## src/rtl/bin2bcd_seq.sv

```systemverilog
// bin2bcd_seq: sequential double-dabble converter, one bit per clock, into L renderer digits.
// Define BIN2BCD_SAT_EN to saturate the displayed digits at all nines on overflow.
module bin2bcd_seq #(
    parameter int W = 8,
    parameter int L = 2
) (
    input  logic              clk,
    input  logic              reset,
    input  logic              start,
    input  logic [W-1:0]      bin,
    output logic              busy,
    output logic              done,
    output logic [L-1:0][3:0] data,
    output logic              overflow
);
    localparam int ND = (W + 2) / 3;
    localparam int NP = ND > L ? ND : L;
    localparam int CW = $clog2(W + 1);

    typedef enum logic {IDLE, SHIFT} state_t;

    state_t              state, nstate;
    logic [ND*4-1:0]     bcd, adj, nbcd;
    logic [W-1:0]        sr, nsr;
    logic [CW-1:0]       cnt;
    logic [NP*4-1:0]     pad;
    logic [L-1:0][3:0]   res;
    logic                ov, last;

    assign last = cnt == CW'(1);
    assign busy = state == SHIFT;

    always_ff @(posedge clk or posedge reset) begin
        if (reset) state <= IDLE;
        else       state <= nstate;
    end

    always_comb begin
        nstate = state == IDLE ? (start ? SHIFT : IDLE) : (last ? IDLE : SHIFT);
    end

    always_comb begin
        adj = '0;
        for (int i = 0; i < ND; i++)
            adj[4*i +: 4] = bcd[4*i +: 4] >= 4'd5 ? bcd[4*i +: 4] + 4'd3 : bcd[4*i +: 4];
        {nbcd, nsr} = {adj, sr} << 1;
    end

    // Digits above ND are implicitly zero via the padded copy.
    always_comb begin
        pad = '0;
        pad[ND*4-1:0] = nbcd;
        ov = 1'b0;
        for (int i = L; i < ND; i++)
            ov = ov | (pad[4*i +: 4] != 4'd0);
        res = '0;
        for (int i = 0; i < L; i++)
`ifdef BIN2BCD_SAT_EN
            res[i] = ov ? 4'h9 : pad[4*(L-1-i) +: 4];
`else
            res[i] = pad[4*(L-1-i) +: 4];
`endif
    end

    always_ff @(posedge clk or posedge reset) begin
        if (reset) begin
            bcd      <= '0;
            sr       <= '0;
            cnt      <= '0;
            done     <= 1'b0;
            data     <= '0;
            overflow <= 1'b0;
        end else begin
            done <= 1'b0;
            if (state == IDLE && start) begin
                sr  <= bin;
                bcd <= '0;
                cnt <= CW'(W);
            end else if (state == SHIFT) begin
                bcd <= nbcd;
                sr  <= nsr;
                cnt <= cnt - CW'(1);
                if (last) begin
                    done     <= 1'b1;
                    data     <= res;
                    overflow <= ov;
                end
            end
        end
    end
endmodule

```

## config.mk

```make
export PLATFORM = sky130hd
export DESIGN_NAME = bin2bcd_seq
export DESIGN_NICKNAME = d
export VERILOG_FILES = /design/src/rtl/bin2bcd_seq.sv
export SDC_FILE = /design/constraint.sdc
export NUM_CORES = 1
export LEC_CHECK = 0
export BUFFER_PORTS_ARGS = -buffer_cell sky130_fd_sc_hd__buf_2
export CORE_ASPECT_RATIO = 0.75
export CORE_MARGIN = 10
export CORE_UTILIZATION = 25
export CTS_CLUSTER_SIZE = 20
export DETAILED_ROUTE_END_ITERATION = 16
export MAX_ROUTING_LAYER = met4
export PLACE_DENSITY_LB_ADDON = 0.15
export SLEW_MARGIN = 15
export SYNTH_ARGS = -nofsm -noshare
export SYNTH_HDL_FRONTEND = slang
export SYNTH_SLANG_ARGS = --single-unit
```

## constraint.sdc

```tcl
create_clock -name clk -period 2.2 [get_ports clk]
set_input_delay 0.11 -clock clk [delete_from_list [all_inputs] [get_ports clk]]
set_output_delay 0.11 -clock clk [all_outputs]
set_load 0.05 [all_outputs]
```

# --- Word-level counts from Yosys, hierarchy flattened ---
# Index checks and enable logic that the tools add are counted.
totals:
  ff_bits: 35
  output_inout_bits: 11
  elab_cells: 37
op_classes:
  add_sub_neg: 4
  order_cmp: 3
  n_eq_ne: 1
  mux: 15
  bitwise_logic: 2
  reduce_logical: 4
ops:
  columns: ["operator", "n"]
  rows:
  - ["2-to-1 mux 12 bit", 2]
  - ["2-to-1 mux 4 bit", 4]
  - ["2-to-1 mux 8 bit", 2]
  - ["greater-or-equal comparator 4 x 3 -> 1 bit, second input constant", 3]
  - ["adder 4 x 2 -> 4 bit, second input constant", 2]
  - ["2-to-1 mux 1 bit", 6]
  - ["equality test 4 x 1 -> 1 bit, second input constant", 1]
  - ["nonzero test 4 bit", 1]
  - ["subtractor 4 x 1 -> 4 bit, second input constant", 1]
  - ["adder 3 x 2 -> 3 bit, second input constant", 1]
  - ["2-to-1 mux 3 bit", 1]
  - ["AND reduction 3 bit", 1]
  - ["NOT 1 bit", 2]
  - ["nonzero test 2 bit", 1]
  - ["logical AND 1 bit", 1]

# --- Logic depth before layout (Yosys ltp) ---
# Gate-level depths: netlist of run 1.
depth:
  word_depth: 4
  mapped_depth: 7

# --- Least setup slack after synthesis of run 1 ---
# No wires, ideal clock.
synth_timing:
  kind: "register to register"
  start: "register state (netlist: busy)"
  end: "register overflow"
  arrival_time_ps: 2070
  t_required_ps: 2074
  path_slack_ps: 4
  path_stages_with_launch: 7
  n_path_buf: 2
  synth_period_minus_slack_ps: 2196
  path_cell_list: "dfrtp_1 > buf_4 > inv_4 > or4b_1 > buf_2 > or2_0 > o32a_1"
synth_between:
  elab_chain_len: 4
synth_lines:
  columns: ["item", "line_no", "rtl"]
  rows:
  - ["from (decl)", "22", "state_t state, nstate;"]
  - ["from (signal assigned)", "35", "else state <= nstate;"]
  - ["NOT 1 bit", "75", "if (state == IDLE && start) begin"]
  - ["logical AND 1 bit", "75", null]
  - ["NOT 1 bit (no source line)", null, null]
  - ["AND reduction 3 bit (no source line) (*)", null, null]
  - ["to (signal assigned)", "86", "overflow <= ov;"]
  - ["to (decl)", "14", "output logic overflow"]
# Mark *: on every way between the ends. The rest lies on a longest branch, timed or not.
# A chain may end at the register's enable or synchronous reset.

# --- Final worst setup path of run 1 ---
layout_timing:
  start: "register cnt[1]"
  end: "register data[5] (netlist name)"
layout_between:
  elab_chain_len: 2
layout_lines:
  columns: ["item", "line_no", "rtl"]
  rows:
  - ["from (decl)", "25", "logic [CW-1:0] cnt;"]
  - ["from (signal assigned)", "78", "cnt <= CW'(W);"]
  - ["from (signal assigned)", "82", "cnt <= cnt - CW'(1);"]
  - ["equality test 4 x 1 -> 1 bit", "30", "assign last = cnt == CW'(1);"]
  - ["AND reduction 3 bit (no source line)", null, null]
  - ["to (signal assigned)", "85", "data <= res;"]
  - ["to (decl)", "13", "output logic [L-1:0][3:0] data,"]
# No other way between the ends.

==> results of run 1 <==
==> where the power goes <==
group          internal, uW  switching (uW)
combinational           579             944
clock                   246             227
sequential              934             216
==> worst min-delay path, stage by stage <==
cell	delay, ns
buf_2	0.07
mux2i_1	0.05
nor2_1	0.08
==> metrics by stage <==
stage,cells,hold slack [ns]
floorplan,168,0.264
global placement,268,0.250
detailed placement,268,0.244
CTS,276,0.0672
global route,276,0.0971
finish,276,0.0786
==> layout make-up <==
class	instances	area [um2]	share of cell area
Clock buffer	6	82.6	0.0411
Clock inverter	1	5.00	0.00249
Inverter	12	47.5	0.0237
Multi-Input combinational cell	114	761	0.379
Sequential cell	35	876	0.436
Tap cell	84	105	0.0524
Timing Repair Buffer	24	130	0.0648
==> worst max path at each step <==
stage | from | to | slack, ns
floorplan | busy$_DFF_PP0_ | overflow$_DFFE_PP0P_ | 0.004
global placement | cnt[1]$_DFFE_PP0P_ | data[5]$_DFFE_PP0P_ | 0.34
detailed placement | cnt[1]$_DFFE_PP0P_ | data[5]$_DFFE_PP0P_ | 0.30
CTS | cnt[1]$_DFFE_PP0P_ | data[5]$_DFFE_PP0P_ | 0.29
global route | cnt[1]$_DFFE_PP0P_ | overflow$_DFFE_PP0P_ | 0.19
finish | cnt[1]$_DFFE_PP0P_ | data[5]$_DFFE_PP0P_ | 0.32
==> repair_timing <==
item / in CTS / in global routing
setup buffers: 0 / 0
hold endpoints to repair: 35 / 0
hold buffers: 1 / 0
==> cell families after synthesis <==
family	after synthesis	synth area share
fa+ha+maj	8	0.0584
mux	15	0.0904
compound gates	41	0.144
simple gates	46	0.131
buf+inv	19	0.0460
flops	35	0.511
xor+xnor	4	0.0204
==> per-layer routing <==
metal / routed length (um) / part of all wire / up-vias / global-route usage
met4: 0 / 0 / 0 / 0.0187
met3: 164 / 0.045 / 0 / 0.0280
met5: 0 / 0 / - / -
li1: - / - / 626 / -
met1: 1970 / 0.54 / 588 / 0.106
met2: 1540 / 0.42 / 28 / 0.108
==> layout by cell type, fill, tap and decap left out, drive strengths merged <==
cell type    netlist  final
a22o               2      2
nor3               5      5
mux2i             11     11
nand2             20     20
dfrtp             35     35
clkinv             0      1
buf                2     23
a31oi              1      1
nor2               6      6
o22ai              1      1
xnor2              4      4
ha                 8      8
a221o              1      1
or3                2      2
mux2               4      4
dlygate4sd3        0      1
nor3b              5      5
o21ai             19     19
or2                1      1
nand3              2      2
inv               12     12
a21o               5      5
or4b               1      1
nand2b             4      4
o31ai              2      2
a211o              1      1
clkbuf             5      6
o32a               1      1
a21oi              8      8
==> state kept, by name, indices dropped and copies added, names as in the netlist <==
signal	flops
busy	1
sr	8
done	1
cnt	4
data	8
bcd	12
overflow	1
==> impl_results.md, run 1 <==
* Outcome: completed
* # nets final at 211
* Setup violations, final at 0
* Asr flop ratio synth at 1.00
* MaxCap Viol Count at 0
* Final wirelength at 3.67 mm
* Antenna violations before repair at 0
* Worst EP required at 2.36 ns
* Die W at 116 um
* Worst Setup End Kind: flop
* Kind of critical path: flop to flop
* Layout area overhead at 17.0%
* R2r endpoint: data[5]$_DFFE_PP0P_
* Syn avg cell area at 10.2 um2
* Port bufs at 21
* Post-route ant nets at 0
* CTS tree: done
* Cell breakdown of the critical path: inv_1 > ha_1 > or4b_1 > inv_2 > mux2_2
* Vias per inst at 4.50
* Hold Vio Cnt, Final at 0
* Synth top area cells: dfrtp_1, mux2i_1, ha_1, o21ai_0, nand2_1
* Top-count cell post-synth: dfrtp_1
* Worst Setup Start Kind: flop
* CP peak stage delay at 0.56 ns
* CP arrival at 2.04 ns
* Hold Path End: sr[0]$_DFFE_PP0P_
* Vias in the first global route at 1,325
* DPL Wire Length at 2.50 mm
* EDFF count, synth at 0
* RSZ-0062 raised after global routing: false
* Worst Hold Launch: bin[0]
* CTS Buf Count at 5
* Ports at 22
* TNS Setup at 0 ns
* Fin Clk Skew at 0.00377 ns
* #FFs+latches synth at 35
* Net count after synthesis at 187
* Final Instance Area at 2010 um2
* Final core occ at 0.298
* Cell Area, Placed at 1910 um2
* Filler cells at 699
* Worst R2R Start: cnt[1]$_DFFE_PP0P_
* Rows at 26
* Crit path max-delay family: simple AND/OR/NAND/NOR gates
* CTS sink cnt at 35
* Clock transition at path regs at 0.07 ns
* Residual DRC at 0
* Power density over cell area at 1570 nW/um2
* Placer Congestion at 0.768
* R2R Setup Slk at 0.32 ns
* Fmax at 0.532 GHz
* Min-delay worst type: input pin to flop
* Vias at 1,242
* Post-synthesis sequential area ratio at 0.511
* Top cell type by total area after synthesis: dfrtp_1
* Netlist cell types at 30
* Clock Latency Late Sink at 0.28 ns
* Yosys warns at 0
* Root buffer cell: clkbuf_8
* Cell count after synthesis at 168
* Number of diodes at 0
* Reg2Reg Depth at 5
* Die area at 10,600 um2
* Hold path cells at 3
* Critical path depth at 5
* Worst slew margin at 0.598
* Period minus WS final at 1.88 ns
* Top FF cell, synth: dfrtp_1
* Max-slew violation count at 0
* Layout cells sized above 1 at 0.188
* PnR worst setup slack at 0.320 ns
* Final Cycle Share at 0.855
* Core Area at 6730 um2
* Clock Tree Buf Depth at 2
* Initial cell density of the core at 0.255
* Critical path buffers and inverters at 2
* Leakage at 0.000953 uW
* Pre-CTS setup slack at 0.302 ns
* Largest net degree at the start of global routing at 38
* Post-synth top cells: dfrtp_1, nand2_1, o21ai_0, mux2i_1, inv_1
* Total Power at 3150 uW
* GR Overflow Total at 0
* Worst vdd ir at 367 uV
* Total GRT Usage at 0.0782
* Critical path's slowest cell: or4b_1
* Proportion of netlist area held by the largest area contributor at 0.511
* First-pass GRT wire length at 6.51 mm
* Die height at 91.7 um
* Crit Path Max Fanout at 10
* Synthesized cell area at 1720 um2
* Starting DRC count in detailed routing at 54
* Drt first pass iters at 4
* H-tree Lvls at 2
* Worst-Margin Slew at 0.601 ns
* Post-cts resize count at 0
* Wire per inst at 13.3 um
Note: power is estimated with default switching activity, not from simulation.
==> run 2: changes to the inputs <==
- CELL_PAD_IN_SITES_DETAIL_PLACEMENT: default -> 0
- CELL_PAD_IN_SITES_GLOBAL_PLACEMENT: default -> 1
==> run 2 against run 1 <==
Net effect:
- non-clock buffer count did not move
- count of clock-buffer cells in the layout up 2
- sequential share of layout area shrank 0.27 points
- total power grew 2.4%
- utilization up 0.19 points
- clock skew hardly changed
- routed wire length is 6.5% higher
- sequential power about the same
- maximum frequency grew 0.22%
- first-iteration DRC count decreased by 5.6%
- critical endpoint is now overflow$_DFFE_PP0P_
==> impl_results.md, run 2 (synthesis gave the netlist of run 1 again) <==
* Initial cell density of the core at 0.255
* MaxCap Viol Count at 0
* GR Overflow Total at 0
* Worst EP required at 2.37 ns
* Post-CTS Setup Repair Bufs at 0
* Non-filler cells, final at 277
* P_int at 1800 uW
* Vias at 1,245
* H-tree Lvls at 2
* Number of diodes at 0
* Rows at 26
* Placer Congestion at 0.686
* Total Power at 3220 uW
* Max-slew violation count at 0
* Total GRT Usage at 0.0837
* Largest register FFs at 12
* Port bufs at 21
* Critical path buffers and inverters at 1
* R2r endpoint: overflow$_DFFE_PP0P_
* Period minus WS final at 1.88 ns
* Worst Setup Start Kind: flop
* Commonest non-fill, non-tap cells in the layout: dfrtp_1, buf_2, nand2_1
* Combinational share of power at 0.481
* Die area at 10,600 um2
* Crit Path Max Fanout at 7
* Antenna violations before repair at 0
* Ports at 22
* CTS tree: done
* Wire per inst at 14.1 um
* Root buffer cell: clkbuf_8
* Hold Vio Cnt, Final at 0
* Starting DRC count in detailed routing at 51
* CTS sink cnt at 35
* Vias per inst at 4.49
* Worst vdd ir at 318 uV
* Die height at 91.7 um
* Net Switching at 1420 uW
* Clock transition at path regs at 0.07 ns
* Net Sw Frac at 0.441
* Largest regs: bcd x12, data x8, sr x8
* Final core occ at 0.300
* Most common cell after layout, fill and taps aside: dfrtp_1
* Clk network pwr share at 0.158
* PnR worst setup slack at 0.324 ns
* Cell breakdown of the critical path: inv_1 > ha_1 > or4b_1 > or2_0 > o32a_1
* DPL Wire Length at 2.85 mm
* Hold Path End: sr[0]$_DFFE_PP0P_
* Worst slew margin at 0.594
* Reg2Reg Depth at 5
* Power density over cell area at 1590 nW/um2
* Final Cycle Share at 0.853
* R2R Setup Slk at 0.32 ns
* # nets final at 211
* Biggest register: bcd
* Residual DRC at 0
* TNS Setup at 0 ns
* Fin Clk Skew at 0.00421 ns
* Crit path max-delay family: simple AND/OR/NAND/NOR gates
* CTS Buf Count at 5
* Worst Setup End Kind: flop
* Clock Latency Late Sink at 0.28 ns
* Die W at 116 um
* Pre-CTS setup slack at 0.312 ns
* Post-cts resize count at 0
* First-pass GRT wire length at 6.89 mm
* Share of power burned in registers at 0.361
* Critical path's slowest cell: or4b_1
* Post-route ant nets at 0
* Hold Buf Count CTS at 1
* Dpl cells at 268
* Min-delay worst type: input pin to flop
* Outcome: completed
* Fmax at 0.533 GHz
* CP arrival at 2.04 ns
* Clock Tree Buf Depth at 2
* Setup violations, final at 0
* Layout area overhead at 17.7%
* Worst Hold Launch: bin[0]
* Core Area at 6730 um2
* Worst-Margin Slew at 0.606 ns
* Filler cells at 694
* Worst R2R Start: cnt[1]$_DFFE_PP0P_
* CP peak stage delay at 0.56 ns
* Final wirelength at 3.91 mm
* Vias in the first global route at 1,396
* Hold path cells at 3
* Drt first pass iters at 4
* Largest net degree at the start of global routing at 38
* RSZ-0062 raised after global routing: false
* Layout cells sized above 1 at 0.187
* Kind of critical path: flop to flop
* Leakage at 0.000957 uW
[run 2: area by class of cell]
cell class,count,area [um2],share of cell area
multi-input cells,114,761,0.377
flip-flops and latches,35,876,0.434
clock buffers,8,100,0.0496
well taps,84,105,0.0520
repair buffers,24,130,0.0644
inverters,12,47.5,0.0235
[run 2: how the worst max path moves through the flow]
| stage | start | endpoint | slack, ns | cells past startpoint |
|---|---|---|---|---|
| floorplan | busy$_DFF_PP0_ | overflow$_DFFE_PP0P_ | 0.004 | 6 |
| global placement | cnt[1]$_DFFE_PP0P_ | overflow$_DFFE_PP0P_ | 0.37 | 5 |
| detailed placement | cnt[1]$_DFFE_PP0P_ | data[1]$_DFFE_PP0P_ | 0.31 | 5 |
| CTS | cnt[1]$_DFFE_PP0P_ | data[1]$_DFFE_PP0P_ | 0.30 | 5 |
| global route | cnt[1]$_DFFE_PP0P_ | data[6]$_DFFE_PP0P_ | 0.19 | 5 |
| finish | cnt[1]$_DFFE_PP0P_ | overflow$_DFFE_PP0P_ | 0.32 | 5 |
[run 2: through the flow]
step / cell area, um2 / hold WS (ns)
2_1_floorplan: 1720 / 0.264
3_3_place_gp: 1910 / 0.242
3_5_place_dp: 1910 / 0.247
4_1_cts: 2020 / 0.0680
5_1_grt: 2020 / 0.0674
6_report: 2020 / 0.0752
[run 2: worst min-delay path, cell delays in order]
cell     delay [ns]
buf_2          0.08
mux2i_1        0.05
nor2_1         0.08
[run 2: per-layer routing]
metal	share of wire	track usage	routed length (um)	up-vias
met5	0	-	0	-
met4	0.0089	0.0249	35	0
met3	0.045	0.0293	175	5
met2	0.47	0.131	1840	19
met1	0.48	0.0991	1860	597
li1	-	-	-	624
[run 2: power by group through the flow]
stage	Clock [uW]	Combinational, uW	Sequential, uW
floorplan	0	942	1410
global placement	0	1550	1170
detailed placement	0	1580	1180
CTS	529	1580	1170
global route	566	1760	1210
finish	507	1550	1160
